--- src/rtl/chi_slice_stage.sv ---
// Slice-serial Keccak chi stage: captures one 25-bit slice, rewrites it one row per
// cycle into a separate result register, then hands it downstream.
module chi_slice_stage #(
  parameter int SLICES = 64,
  parameter int SW     = $clog2(SLICES)
) (
  input  logic          clk,
  input  logic          rst,
  input  logic          start,
  input  logic          in_valid,
  input  logic [24:0]   in_slice,
  output logic          in_ready,
  output logic          out_valid,
  output logic [24:0]   out_slice,
  input  logic          out_ready,
  output logic [SW-1:0] slice_idx,
  output logic          busy,
  output logic          done
);

  typedef enum logic [2:0] {
    IDLE = 3'd0,
    LOAD = 3'd1,
    ROW  = 3'd2,
    EMIT = 3'd3,
    FIN  = 3'd4
  } state_e;

  localparam logic [SW-1:0] LAST_IDX = SW'(SLICES - 1);

  state_e        stateR;
  state_e        nextStateS;
  logic [24:0]   workR;
  logic [24:0]   outSliceR;
  logic [2:0]    rowCntR;
  logic [SW-1:0] sliceIdxR;
  logic          inReadyR;
  logic          outValidR;
  logic          busyR;
  logic          doneR;

  // Row chi: bit x = a[x] ^ (~a[x+1] & a[x+2]), indices mod 5.
  function automatic logic [4:0] chiRow(input logic [4:0] r);
    chiRow = r ^ (~{r[0], r[4:1]} & {r[1:0], r[4:2]});
  endfunction

  // State register.
  always_ff @(posedge clk or negedge rst) begin
    if (!rst) begin
      stateR <= IDLE;
    end else begin
      stateR <= nextStateS;
    end
  end

  // Next-state decode.
  always_comb begin
    nextStateS = stateR;
    case (stateR)
      IDLE: begin
        if (start) nextStateS = LOAD;
        else       nextStateS = IDLE;
      end
      LOAD: begin
        if (in_valid) nextStateS = ROW;
        else          nextStateS = LOAD;
      end
      ROW: begin
        if (rowCntR == 3'd4) nextStateS = EMIT;
        else                 nextStateS = ROW;
      end
      EMIT: begin
        if (!out_ready)               nextStateS = EMIT;
        else if (sliceIdxR == LAST_IDX) nextStateS = FIN;
        else                          nextStateS = LOAD;
      end
      FIN:     nextStateS = IDLE;
      default: nextStateS = IDLE;
    endcase
  end

  // Datapath: slice capture, row-by-row result build, slice index.
  always_ff @(posedge clk or negedge rst) begin
    if (!rst) begin
      workR     <= 25'd0;
      outSliceR <= 25'd0;
      rowCntR   <= 3'd0;
      sliceIdxR <= {SW{1'b0}};
    end else begin
      case (stateR)
        IDLE: begin
          if (start) sliceIdxR <= {SW{1'b0}};
        end
        LOAD: begin
          if (in_valid) begin
            workR   <= in_slice;
            rowCntR <= 3'd0;
          end
        end
        ROW: begin
          case (rowCntR)
            3'd0:    outSliceR[4:0]   <= chiRow(workR[4:0]);
            3'd1:    outSliceR[9:5]   <= chiRow(workR[9:5]);
            3'd2:    outSliceR[14:10] <= chiRow(workR[14:10]);
            3'd3:    outSliceR[19:15] <= chiRow(workR[19:15]);
            3'd4:    outSliceR[24:20] <= chiRow(workR[24:20]);
            default: outSliceR        <= outSliceR;
          endcase
          // Counter stays inside 0..4.
          if (rowCntR == 3'd4) rowCntR <= 3'd0;
          else                 rowCntR <= rowCntR + 3'd1;
        end
        EMIT: begin
          if (out_ready && (sliceIdxR != LAST_IDX)) sliceIdxR <= sliceIdxR + {{(SW-1){1'b0}}, 1'b1};
        end
        FIN:     sliceIdxR <= {SW{1'b0}};
        default: sliceIdxR <= sliceIdxR;
      endcase
    end
  end

  // Registered status outputs, decoded from the upcoming state.
  always_ff @(posedge clk or negedge rst) begin
    if (!rst) begin
      inReadyR  <= 1'b0;
      outValidR <= 1'b0;
      busyR     <= 1'b0;
      doneR     <= 1'b0;
    end else begin
      inReadyR  <= (nextStateS == LOAD);
      outValidR <= (nextStateS == EMIT);
      busyR     <= (nextStateS != IDLE);
      doneR     <= (nextStateS == FIN);
    end
  end

  assign in_ready  = inReadyR;
  assign out_valid = outValidR;
  assign out_slice = outSliceR;
  assign slice_idx = sliceIdxR;
  assign busy      = busyR;
  assign done      = doneR;

endmodule

--- config.mk ---
export PLATFORM = sky130hd
export DESIGN_NAME = chi_slice_stage
export DESIGN_NICKNAME = d
export VERILOG_FILES = /design/src/rtl/chi_slice_stage.sv
export SDC_FILE = /design/constraint.sdc
export NUM_CORES = 1
export LEC_CHECK = 0
export CAP_MARGIN = 40
export CORE_ASPECT_RATIO = 0.8
export CORE_MARGIN = 1.5
export CORE_UTILIZATION = 45
export DETAILED_ROUTE_END_ITERATION = 12
export GPL_TIMING_DRIVEN = 0
export PLACE_DENSITY = 0.71
export SETUP_SLACK_MARGIN = 0.05
export SLEW_MARGIN = 20
export SYNTH_ARGS = -nofsm -noshare
export SYNTH_HDL_FRONTEND = slang
export SYNTH_SLANG_ARGS = --single-unit
--- constraint.sdc ---
create_clock -name clk -period 2.88 [get_ports clk]
set_input_delay 0.576 -clock clk [delete_from_list [all_inputs] [get_ports clk]]
set_output_delay 0.576 -clock clk [all_outputs]
set_load 0.02 [all_outputs]
Word-level counts from Yosys, hierarchy flattened:

Cells that the tools add are included.

* flip-flop bits (word level): 66
* logic and storage cells: 72
* output and inout port bits: 35

* mux-type cells: 12
* equality and inequality tests: 16
* bitwise operators: 15
* reductions and logical operators: 14
* $add $sub $neg: 2

Operators with widths (count)
* 5-bit bitwise AND: 5
* 5-bit inverter: 5
* 5-bit bitwise XOR: 5
* 6-bit one-hot mux with 3 select lines: 1
* 3-bit by 2-bit == test with 1-bit output (second input constant): 5
* 2-bit AND reduction: 7
* 3-bit two-way mux: 4
* 6-bit two-way mux: 2
* 3-bit one-hot mux with 4 select lines: 1
* 3-bit by 1-bit == test with 1-bit output (second input constant): 3
* 3-bit == test (second input constant): 3
* 6-bit by 1-bit adder with 6-bit output (second input constant): 1
* 6-bit == test (second input constant): 1
* 3-bit zero test: 2
* 2-bit inequality test (second input constant): 3
* 6-bit inequality test (second input constant): 1
* 3-bit one-hot mux with 2 select lines: 1
* 3-bit nonzero test: 2
* 3-bit by 1-bit adder with 3-bit output (second input constant): 1
* 3-bit AND reduction: 1
* 1-bit two-way mux: 2
* 2-bit two-way mux: 1
* 2-bit nonzero test: 1
* 1-bit logical AND: 1

Depth between registers and ports, before layout:

Gate-level depths: netlist of run 1.

* depth in word-level cells: 5
* gate-level depth with buffers: 7
* mapped depth without buffers: 6

Least setup slack after synthesis of run 1:

Ideal clock, no wire load.

* path type: register to register
* start: register sliceIdxR[0], in the netlist slice_idx[0]
* end: register busyR, in the netlist busy
* cell stages (with the launch flop): 6
* path slack: 1.248 ns
* required time: 2.749 ns
* arrival time: 1.501 ns
* period minus slack after synthesis: 1.632 ns
* buffers on the path: 0
* library setup time: 0.131 ns
* cells stage by stage: dfrtp_1 ha_1 nand3_2 nor3_1 o32ai_1 or3_1

* longest elaborated chain between the ends: 5

Ends and longest elaborated chain
* start, declared: line 36 `logic [SW-1:0] sliceIdxR;`
* start signal, assigned: line 88 `sliceIdxR <= {SW{1'b0}};`
* start signal, assigned: line 92 `if (start) sliceIdxR <= {SW{1'b0}};`
* start signal, assigned: line 114 `if (out_ready && (sliceIdxR != LAST_IDX)) sliceIdxR <= sliceIdxR + {{(SW-1){1'b0}}, 1'b1};`
* 6-bit == test: line 74 `else if (sliceIdxR == LAST_IDX) nextStateS = FIN;`
* 3-bit two-way mux: line 74
* 3-bit two-way mux: line 73 `if (!out_ready) nextStateS = EMIT;`
* 3-bit one-hot mux with 4 select lines: line 59 `case (stateR)`
* net nextStateS[0]: line 32 `state_e nextStateS;`
* 3-bit nonzero test: line 132 `busyR <= (nextStateS != IDLE);`
* end signal, assigned: line 132
* end, declared: line 39 `logic busyR;`

The timed path passes the listed nets, and every way through them passes these cells.
A chain may end at the register's enable or synchronous reset.

Worst setup path in the final report of run 1:

* start: register sliceIdxR[0], in the netlist slice_idx[0]
* end: output slice_idx[0]

RTL lines
* end, declared: line 16 `output logic [SW-1:0] slice_idx,`

No word-level cell between the ends.

==> flow_summary.yaml, run 1 <==
drt:
  firstDrtPassIters: 4
  first_iter_violations: 63
  routed_wl_um: 5880
  ant_nets: 0
  wl_met3_um: 299
  wl_per_cell_um: 13.4
  num_vias: 2162
  highest_layer: "met4"
  wl_met2_um: 2610
  m1WireLength_um: 2900
  detail_route.vias_per_cell: 4.91
  drc: 0
timing:
  rsz0062_at_grt: "false"
  setup_violations: 0
  max_freq_mhz: 497
  fin_worst_skew_ps: 6.22
  max_slew_margin: 0.594
  final-hold-violation-count: 0
  period_minus_slack_ps: 2010
  timing.final.crit_share: 0.699
  max_slew.worst_pin.slew_ps: 602
  final_max_slew_viol_count: 0
finish:
  fillCellCount: 623
  finalNonFillerCells: 440
  finish.utilization: 0.602
  n_antenna_cell: 0
  seqCellArea_mm2: 0.00165
  area_delta_synth_final_pct: 29.8
  fin_nets: 384
  multi_input_area_mm2: 0.00145
  layout-drive-gt1-share: 0.181
setup_path:
  regToRegStartpoint: "slice_idx[0]"
  cp_cell_sequence: "clkdlybuf4s50_1"
  startpoint_type: "flip-flop"
  end_kind: "output pin"
  reg2regPathDepth: 5
  crit_buf_inv: 1
  critPathSlowestCell: "clkdlybuf4s50_1"
  reg2reg_slack_ps: 1200
  cp.depth: 1
  critPathTopFamily: "buffers and inverters"
  worstReg2RegEnd: "busy"
  worst_path_largest_cell_delay_ps: 640
  worstSetupEndpoint: "slice_idx[0]"
  setup.worst_path.start: "slice_idx[0]"
  crit_arrival_ps: 1440
  crit_fanout: 7
  worstPathRequired_ps: 2300
  crit_type: "flip-flop to output pin"
placed_design:
  portBuffers: 64
  place_congestion: 0.784
  hpwl_um: 4230
  dpl.cell_count: 424
synthesis:
  yosysMostFrequentCell: "dfrtp_1"
  ys_top_cells_by_area: "dfrtp_1 52%, mux2_4 8.9%, xnor2_1 7.1%, nor2b_1 5.1%, nand2_1 3.2%"
  syn-num-nets: 308
  synth_warnings: 0
  synth_ff_type: "dfrtp_1"
  yosysTopAreaCell: "dfrtp_1"
  synth_area_per_cell_um2: 11.8
  synth_seq_area_share: 0.516
  ys_ff_latch: 66
  yosysUniqueCellTypes: 39
  synth_edf_count: 0
  yosys.area.top_type_share: 0.516
  syn_area_mm2: 0.00320
  yosys-top-cells-count: "66 x dfrtp_1, 27 x nand2_1, 26 x nor2b_1, 26 x xnor2_1"
  synthArstFlopShare: 1.00
  synthCells: 272
global_route:
  grt_pass1_vias: 2032
  grt_max_degree: 41
  antenna_found_initial: 0
  track_usage: 0.168
  grt_pass1_wl_um: 10000
  overflow: 0
power_and_ir_drop:
  netSwitchingFraction: 0.361
  p_switching_mw: 1.66
  powerDensity_mw_per_mm2: 1100
  power_leakage_nw: 1.75
  pwr-share-clk: 0.163
  power_frac_seq: 0.371
  p_int_mw: 2.93
  comb_power_share: 0.466
  ir_drop_mv: 0.545
floorplan:
  die_w_um: 97.3
  io-pin-count: 65
  rows: 27
  die_area_mm2: 0.00763
  die-height_um: 78.4
  start_util: 0.464
  coreArea_mm2: 0.00689
clock_network:
  cts_buffer_depth: 2
  cts_resized: 0
  cts_tree: "done"
  insertion_delay_ps: 340
  htree_num_levels: 3
  cts.clk_slew.worst_paths_ps: 70
  clockRootBuffer: "clkbuf_8"
  cts_setup_buffers: 0
  clock_sinks: 66
  cts_buffers: 9
  cts_hold_buf: 0
flow_run:
  cap_violations: 0
outcome:
  status: "complete, no violations"
worst_hold_path:
  hold_class: "primary input to async pin"
-- power by group through the flow --
| stage | logic, mW | registers [mW] | clock network [mW] |
|---|---|---|---|
| 2_1_floorplan | 1.29 | 1.88 | 0 |
| 3_3_place_gp | 2.11 | 1.70 | 0 |
| 3_5_place_dp | 2.16 | 1.72 | 0 |
| 4_1_cts | 2.17 | 1.71 | 0.768 |
| 5_1_grt | 2.34 | 1.78 | 0.801 |
| 6_report | 2.14 | 1.70 | 0.747 |
-- per-stage QoR --
stage	area, µm²	TNS [ps]	setup WS, ps	hold slack (ps)	power, mW
2_1_floorplan	3200	0	1250	280	3.17
3_3_place_gp	3950	-63400	-964	461	3.81
3_5_place_dp	3970	0	765	470	3.88
4_1_cts	4150	0	852	144	4.64
5_1_grt	4150	0	804	152	4.92
6_report	4150	0	868	136	4.59
-- cells in the final DEF (no fill, tap or decap), types with 2 or more instances in the layout --
cell type        netlist  routed
a21oi_1                7       7
a21oi_2                5       5
a31oi_1                4       4
and2_1                 3       3
buf_4                  5       6
buf_6                  4       4
clkbuf_8               0       9
clkdlybuf4s50_1        0      63
clkinv_2               0       4
dfrtp_1               66      66
ha_1                   6       6
inv_1                  3       3
mux2_2                 6       6
mux2_4                19      19
nand2_1               27      27
nand2_2                3       3
nand3_1                5       5
nand3b_1               2       2
nor2_1                13      13
nor2b_1               26      26
nor3_1                 3       3
o21ai_0               19      19
o21ai_1                2       2
xnor2_1               26      26
-- worst min-delay path by stage --
| stage | from | end | slack (ps) | cells after the start |
|---|---|---|---|---|
| finish | rst | workR[5] | 140 | 1 |
| global route | rst | workR[5] | 150 | 1 |
| CTS | rst | workR[5] | 140 | 1 |
| detailed placement | out_slice[12] | out_slice[12] | 470 | 2 |
| global placement | out_slice[13] | out_slice[13] | 460 | 2 |
| floorplan | rst | busy | 280 | 0 |
-- state kept, by name, summed over array words and instances (netlist names) --
signal and cells:
out_slice 25, workR 25, slice_idx 6, rowCntR 3, stateR 3, busy 1
done 1, in_ready 1, out_valid 1
-- final cells by class --
| class | count | area share |
|---|---|---|
| Multi-Input combinational cell | 194 | 0.350 |
| Tap cell | 87 | 0.0262 |
| Clock inverter | 6 | 0.0139 |
| Inverter | 3 | 0.00271 |
| Buffer | 9 | 0.0199 |
| Clock buffer | 10 | 0.0307 |
| Timing Repair Buffer | 65 | 0.159 |
| Sequential cell | 66 | 0.398 |
-- cell families (layout without fill, tap and decap cells) --
family / count (synthesis) / in the layout / synth area share
compound gates: 43 / 43 / 0.0821
simple gates: 93 / 93 / 0.164
fa+ha+maj: 6 / 6 / 0.0235
buf+inv: 12 / 93 / 0.0293
mux: 26 / 26 / 0.113
xor+xnor: 26 / 26 / 0.0712
flops: 66 / 66 / 0.516
-- layer usage --
metal	global-route usage	vias up
met4	0.0514	0
li1	-	1076
met3	0.0525	10
met1	0.240	1021
met2	0.247	55
met5	0	-
(Power assumes the default switching activity.)
==> inputs of run 2 (changes only) <==
- PLACE_DENSITY: 0.71 -> 0.74
- clock period: 2.88 -> 1.65 ns (I/O delays scaled with it)
==> run 2 against run 1 <==
Effect of this change: clock skew hardly changed; first-iteration DRC count shrank 21%; die area did not move; largest cell class unchanged.
==> flow_summary.yaml, run 2 (synthesis results as in run 1) <==
global_route:
  grt_pass1_wl_um: 10100
  overflow: 0
  grt_pass1_vias: 2132
  track_usage: 0.170
  antenna_found_initial: 0
  grt_max_degree: 45
drt:
  wl_per_cell_um: 13.5
  drc: 0
  firstDrtPassIters: 4
  num_vias: 2176
  ant_nets: 0
  first_iter_violations: 50
  routed_wl_um: 5980
  detail_route.vias_per_cell: 4.90
finish:
  layout-drive-gt1-share: 0.216
  fin_nets: 389
  area_delta_synth_final_pct: 31.8
  final_cell_mix: "64 x dfrtp_1, 34 x dlygate4sd2_1, 28 x clkdlybuf4s50_1, 27 x nand2_1"
  finalNonFillerCells: 444
  n_antenna_cell: 0
  mostFrequentLayoutCell: "dfrtp_1"
  finish.utilization: 0.612
  postLayoutCellArea_mm2: 0.00422
clock_network:
  htree_num_levels: 3
  cts_buffers: 9
  clock_sinks: 66
  insertion_delay_ps: 340
  cts.clk_slew.worst_paths_ps: 70
  cts_tree: "done"
  clockRootBuffer: "clkbuf_8"
  cts_buffer_depth: 2
floorplan:
  io-pin-count: 65
  rows: 27
  start_util: 0.464
  coreArea_mm2: 0.00689
  die_area_mm2: 0.00763
  die-height_um: 78.4
  die_w_um: 97.3
placed_design:
  hpwl_um: 4270
  dpl.cell_count: 424
  place_area_mm2: 0.00397
  place_congestion: 0.804
  dp_slack_ps: -241
  portBuffers: 64
timing:
  fin_worst_skew_ps: 6.60
  period_minus_slack_ps: 1560
  final_max_slew_viol_count: 0
  rsz0062_at_grt: "false"
  setup_violations: 0
  hold_ws_ps: 420
  max_freq_mhz: 643
  timing.final.crit_share: 0.943
  final-hold-violation-count: 0
  max_slew_margin: 0.644
  max_slew.worst_pin.slew_ps: 529
  setup_slack_ps: 94.4
flow_run:
  cap_violations: 0
setup_path:
  crit_fanout: 5
  critPathSlowestCell: "dfrtp_2"
  worstPathRequired_ps: 1320
  reg2reg_slack_ps: 100
  regToRegStartpoint: "stateR[2]"
  worstReg2RegEnd: "workR[20]"
  worst_path_largest_cell_delay_ps: 420
  crit_arrival_ps: 1230
  end_kind: "output pin"
  reg2regPathDepth: 5
  startpoint_type: "flip-flop"
  crit_type: "flip-flop to output pin"
  cp_cell_sequence: "buf_4, dlygate4sd2_1"
power_and_ir_drop:
  powerDensity_mw_per_mm2: 1900
  ir_drop_mv: 0.861
  power_leakage_nw: 1.89
outcome:
  status: "complete, no violations"
worst_hold_path:
  hold_class: "primary input to async pin"
## run 2: worst max-delay path by stage
stage,end,from,slack (ps),cells past startpoint
after global placement,slice_idx[1],rst,-2140,1
after global routing,busy,slice_idx[1],40,5
after detailed placement,workR[21],in_valid,-240,5
after CTS,busy,busy,50,1
final,slice_idx[0],slice_idx[0],90,2
after floorplan,busy,slice_idx[0],110,5
## run 2: stage by stage
step	TNS, ps	power, mW
after floorplan	0	5.54
after global placement	-130630	6.65
after detailed placement	-5630	6.78
after CTS	0	8.01
after global routing	0	8.59
final	0	8.00
## run 2: metal layers
metal | up-vias | share of wire | GRT usage
met5 | - | 0 | 0
met4 | 0 | 0.017 | 0.0814
met3 | 8 | 0.061 | 0.0516
met2 | 61 | 0.46 | 0.267
met1 | 1026 | 0.46 | 0.217
li1 | 1081 | - | -
## run 2: what timing repair did
item	4_1_cts	5_1_grt
endpoints found under the setup margin	35	27
buffers inserted	0	4
pin swaps	0	1
resized for setup	35	9
hold endpoints to repair	22	0
hold buffers	1	0
## run 2: critical path, delay by kind of cell (launching register included)
kind | cells | cell delay [ps]
buffers and inverters | 2 | 460
flip-flops | 1 | 420
## run 2: power breakdown
part | switching, mW | leakage (nW) | internal (mW)
Combinational | 1.67 | 0.971 | 1.93
Sequential | 0.613 | 0.815 | 2.34
Clock | 0.607 | 0.105 | 0.833
## run 2: area by class of cell
class / count / area [µm²]
Inverter: 3 / 11.3
Buffer: 9 / 91.3
Clock buffer: 9 / 124
Tap cell: 87 / 109
Fill cell: 630 / 2670
Timing Repair Buffer: 70 / 658
Multi-Input combinational cell: 194 / 1490
Clock inverter: 6 / 82.6
Sequential cell: 66 / 1650
